**src/rtl/tube_pkg.sv**
```systemverilog
// Shared widths and defaults for the tube data FIFOs, plus pointer wrap helper.
package tube_pkg;
  localparam int BYTE_W    = 8;
  localparam int DEPTH_DEF = 24;
  localparam int PTR_W     = 5;

  typedef logic [BYTE_W-1:0] byte_t;
  typedef logic [PTR_W-1:0]  ptr_t;

  // Depth is not necessarily a power of two, so wrap explicitly.
  function automatic ptr_t ptr_next(input ptr_t p, input int depth);
    return (p == ptr_t'(depth - 1)) ? '0 : p + ptr_t'(1);
  endfunction
endpackage

```
**src/rtl/ph_fifo_ram.sv**
```systemverilog
// DEPTH x 8 storage: synchronous write, asynchronous read.
module ph_fifo_ram
  import tube_pkg::*;
#(
  parameter int DEPTH = DEPTH_DEF
) (
  input  logic  h_phi2,
  input  logic  i_we,
  input  ptr_t  i_waddr,
  input  byte_t i_wdata,
  input  ptr_t  i_raddr,
  output byte_t o_rdata
);
  byte_t r_mem [DEPTH];

  always_ff @(posedge h_phi2) begin
    if (i_we) r_mem[i_waddr] <= i_wdata;
  end

  assign o_rdata = r_mem[i_raddr];
endmodule

```
**src/rtl/ph_fifo.sv**
```systemverilog
// Parasite-to-host byte FIFO with normal and two-byte handshake modes.
module ph_fifo
  import tube_pkg::*;
#(
  parameter int DEPTH = DEPTH_DEF
) (
  input  logic        h_phi2,
  input  logic        h_rst_b,
  input  logic        p_phi2_en,
  input  logic        p_selectData,
  input  logic        p_rdnw,
  input  logic [7:0]  p_data,
  input  logic        p_two_byte,
  input  logic        h_phi2_en,
  input  logic        h_selectData,
  input  logic        h_rdnw,
  output logic [7:0]  h_data,
  output logic        h_data_available,
  output logic        p_full,
  output logic        p_overflow
);
  localparam int CNT_W = $clog2(DEPTH + 1);

  ptr_t             r_wr_ptr, r_rd_ptr;
  logic [CNT_W-1:0] r_count;
  logic             r_mode;
  logic             r_overflow;

  logic  w_wr_req, w_push, w_pop, w_flush;
  byte_t w_rd_data;

  assign w_wr_req = p_phi2_en & p_selectData & ~p_rdnw;
  // p_full comes from the registered count, so a same-cycle pop cannot free a slot.
  assign w_push   = w_wr_req & ~p_full;
  assign w_pop    = h_phi2_en & h_selectData & h_rdnw & (r_count != '0);
  assign w_flush  = (p_two_byte != r_mode);

  ph_fifo_ram #(.DEPTH(DEPTH)) u_ram (
    .h_phi2  (h_phi2),
    .i_we    (w_push & ~w_flush),
    .i_waddr (r_wr_ptr),
    .i_wdata (p_data),
    .i_raddr (r_rd_ptr),
    .o_rdata (w_rd_data)
  );

  always_ff @(posedge h_phi2) begin
    if (!h_rst_b) begin
      r_wr_ptr   <= '0;
      r_rd_ptr   <= '0;
      r_count    <= '0;
      r_mode     <= 1'b0;
      r_overflow <= 1'b0;
    end else begin
      r_mode <= p_two_byte;
      if (w_wr_req & p_full) r_overflow <= 1'b1;
      if (w_flush) begin
        r_wr_ptr <= '0;
        r_rd_ptr <= '0;
        r_count  <= '0;
      end else begin
        if (w_push) r_wr_ptr <= ptr_next(r_wr_ptr, DEPTH);
        if (w_pop)  r_rd_ptr <= ptr_next(r_rd_ptr, DEPTH);
        case ({w_push, w_pop})
          2'b10:   r_count <= r_count + CNT_W'(1);
          2'b01:   r_count <= r_count - CNT_W'(1);
          default: r_count <= r_count;
        endcase
      end
    end
  end

  assign h_data           = (r_count != '0) ? w_rd_data : 8'h00;
  assign h_data_available = r_mode ? (r_count >= CNT_W'(2)) : (r_count != '0);
  assign p_full           = r_mode ? (r_count >= CNT_W'(2)) : (r_count == CNT_W'(DEPTH));
  assign p_overflow       = r_overflow;
endmodule

```
**config.mk**
```make
export PLATFORM = sky130hd
export DESIGN_NAME = ph_fifo
export DESIGN_NICKNAME = d
export VERILOG_FILES = /design/src/rtl/tube_pkg.sv /design/src/rtl/ph_fifo_ram.sv /design/src/rtl/ph_fifo.sv
export SDC_FILE = /design/constraint.sdc
export NUM_CORES = 1
export LEC_CHECK = 0
export ABC_CLOCK_PERIOD_IN_PS = 4120
export CAP_MARGIN = 30
export CORE_MARGIN = 2
export CORE_UTILIZATION = 63
export CTS_BUF_LIST = sky130_fd_sc_hd__clkbuf_8
export CTS_CLUSTER_DIAMETER = 200
export DETAILED_ROUTE_END_ITERATION = 16
export GPL_ROUTABILITY_DRIVEN = 1
export GPL_TIMING_DRIVEN = 0
export PLACE_DENSITY = 0.82
export RECOVER_POWER = 50
export SETUP_SLACK_MARGIN = 0.5
export SLEW_MARGIN = 20
export SYNTH_ARGS = -nofsm -noshare
export SYNTH_HDL_FRONTEND = slang
export SYNTH_HIERARCHICAL = 1
export SYNTH_SLANG_ARGS = --single-unit
```
**constraint.sdc**
```tcl
create_clock -name h_phi2 -period 4.12 [get_ports h_phi2]
set_input_delay 0.824 -clock h_phi2 [delete_from_list [all_inputs] [get_ports h_phi2]]
set_output_delay 0.824 -clock h_phi2 [all_outputs]
set_load 0.005 [all_outputs]
```
==> out/metrics.cfg <==
[detailed_routing]
vias = 4742
drt_pre_antenna_iters = 4
drtIter0Drc = 435
drc_errors = 0
wire_per_inst_um = 22.9
antenna_left = 0
vias_per_cell = 6.23
totalWireLength_um = 17400

[synth]
synth_seq_cells = 209
ys_warn_count = 6
postSynthCellCount = 491
ys_seq_area_frac = 0.714
syn_area_mm2 = 0.00855
synth_cell_types = 51
syn_avg_cell_area_um2 = 17.4
synth_nets = 515

[cells_and_area]
nNetsFinal = 585
n_antenna_cell = 0
area_growth_pct = 14.1
drive_above_1_share = 0.188
fin_cells = 761

[power]
ir_drop_v = 0.000307
p_per_area_mw_per_mm2 = 405
p_leak_nw = 3.08

[setup_path]
worstPathCellList = clkdlybuf4s50_1 -> nand3b_1 -> a211oi_1 -> inv_1 -> nor2_1 -> or3b_2 -> clkbuf_1 -> nor2_1
critPathMaxFanout = 9
cp.required_ns = 4.24
critPathArrivalTime_ns = 3.77
critical_path_class = in2reg
crit_path_max_incr_delay_ns = 0.69
cp_common_cell = nor2_1
slowest_stage = nor2_1
cp-start-kind = primary input
crit_path_end_kind = flop

[sta]
finalHoldViolations = 0
period_minus_slack_ns = 3.66
setup_tns_ns = 0
fmax_ghz = 0.274
drv_slew = 0
fin_crit_sh = 0.887
worst_slew_pin_slew_ns = 1.01
relSlewSlack = 0.325
setup_viol = 0
clock_skew_ns = 0.0339
rsz0062_at_grt = yes

[flow_run]
maxCapViolCount = 0

[placement]
io_buffer_count = 27
routabilityCongestion = 0.828
dpl.hpwl_um = 11100
dpl.cell_count = 694

[die]
rows = 42
ioPinCount = 28
die-area_mm2 = 0.0145
die_w_um = 121
die_h_um = 121
core_mm2 = 0.0132
initial_core_util = 0.646

[clocking]
cts_root_buf = clkbuf_8
cts_buffers = 34
cts_sinks = 209
clk_path_buf_depth = 3
htreeDepth = 2
clk_pin_slew_ns = 0.05
cts_tree = built
insertion_delay_ns = 0.52

[global_route]
grt_usage = 0.251
antenna_found_initial = 0
grt_overflow = 0
grt_pass1_vias = 4806
grt_start_max_net_pins = 25
grt_pass1_wl_um = 26500

[run_status]
outcome = completed

[worst_hold_path]
min_path_type = reg2reg

[cell type report]
cell class              count  area, um^2
fillers                   827        3480
multi-input cells         249        2300
plain buffers              26         204
clock inverters            25         106
repair buffers             34         308
well taps                 176         220
clock buffers              35         482
flip-flops and latches    209        6110
inverters                   7        26.3
[layout by cell type (no fill, tap or decap), types with 3 or more instances in the layout]
cell             instances
mux2i_1                 38
a2bb2oi_1                8
clkinv_2                 4
nand3b_1                 6
nand2_1                 14
clkbuf_8                35
nand3_1                 13
inv_1                   16
dlygate4sd3_1           11
edfxtp_1               192
mux2i_4                  3
o21ai_0                  5
clkdlybuf4s50_1         13
or4_1                    3
ha_1                     6
xor2_1                   3
nor2b_1                 11
o311ai_1                 8
nor2_1                  35
a22oi_1                  8
dfxtp_1                 15
buf_4                   10
clkbuf_1                11
buf_6                    3
and2_1                   4
a21o_2                   3
o211ai_1                 9
mux4_2                  32
clkinv_1                10
a21oi_1                 11
[per-layer routing]
metal | GRT usage | up-vias | share of wire
met5 | 0 | - | 0
met4 | 0.0872 | 0 | 0.027
met3 | 0.0538 | 37 | 0.085
met2 | 0.423 | 232 | 0.50
met1 | 0.327 | 2362 | 0.39
li1 | - | 2111 | -
[cells by family (layout without fill, tap and decap cells)]
logic type | after synthesis | in the layout | share of synthesized area
compound gates | 59 | 59 | 0.0512
xor+xnor | 4 | 4 | 0.00410
fa+ha+maj | 7 | 7 | 0.0111
buf+inv | 33 | 127 | 0.0219
flops | 209 | 209 | 0.714
mux | 75 | 75 | 0.135
simple gates | 104 | 104 | 0.0633
[cell usage after synthesis, drive strengths merged]
cell type / n / area share
o311ai: 8 / 0.0082
a211oi: 1 / 0.0015
a2bb2oi: 8 / 0.0082
mux4: 32 / 0.084
and2: 4 / 0.0029
mux2i: 43 / 0.050
o21ai: 5 / 0.0029
o41a: 1 / 0.0013
nor2: 36 / 0.016
nand3: 13 / 0.0076
a211o: 1 / 0.0010
nor4b: 1 / 0.0010
a22oi: 8 / 0.0070
o211ai: 9 / 0.0079
nor4: 1 / 0.00073
o21a: 1 / 0.00088
nand4: 1 / 0.00073
a41oi: 1 / 0.0010
inv: 7 / 0.0031
buf: 17 / 0.014
or3: 4 / 0.0032
ha: 6 / 0.0088
or4: 4 / 0.0037
fa: 1 / 0.0023
xnor2: 1 / 0.0010
edfxtp: 192 / 0.67
and2b: 1 / 0.00088
dfxtp: 17 / 0.040
nand2: 14 / 0.0061
or2: 1 / 0.00073
nor4bb: 1 / 0.0012
and3: 2 / 0.0015
xor2: 3 / 0.0031
nor2b: 11 / 0.0080
clkbuf: 9 / 0.0044
a21o: 5 / 0.0048
nand3b: 6 / 0.0053
nand4b: 1 / 0.0010
or3b: 2 / 0.0020
nor3b: 1 / 0.00088
a21oi: 11 / 0.0064
[final timing paths]
path / start / to / slack (ns) / cells after the start
worst max-delay path: p_rdnw / u_ram/r_mem[0][2] / 0.46 / 8
worst max register to register: r_count[0] / u_ram/r_mem[0][2] / 0.56 / 8
worst min-delay path: p_overflow / p_overflow / 0.47 / 1
worst min register to register: p_overflow / p_overflow / 0.47 / 1
[stage by stage]
step                hold slack [ns]  power (mW)   util  cell area [um^2]  worst slack, ns
global placement              0.452        2.44  0.683              9040            0.290
detailed placement            0.458        2.44  0.683              9040            0.209
global route                  0.503        4.08  0.737              9760            0.250
CTS                           0.477        3.98  0.732              9700            0.522
finish                        0.466        3.95  0.737              9760            0.465
floorplan                     0.464        2.38      -              8550             1.16
[critical path, delay by kind of cell]
kind / cells / cell delay (ns)
and+or+nand+nor: 4 / 1.64
buffers and inverters: 3 / 0.84
AOI/OAI and AO/OA: 1 / 0.46
[where the power goes]
part | leakage [nW] | internal, mW | switching, mW | total [mW]
sequential | 1.86 | 2.32 | 0.00203 | 2.32
clock | 0.331 | 0.790 | 0.762 | 1.55
combinational | 0.888 | 0.0263 | 0.0525 | 0.0788
[state kept, by name, indices dropped and copies added (netlist names)]
name	flops
r_wr_ptr	5
u_ram/r_mem	192
p_overflow	1
r_mode	1
r_count	5
r_rd_ptr	5
[repair_timing]
action	in CTS	in global routing
resized for setup	22	10
hold buffers	0	0
cloned	0	0
pin swaps	2	2
endpoints found under the setup margin	8	7
buffers inserted	0	2
Power figures use the tool's default switching activity.
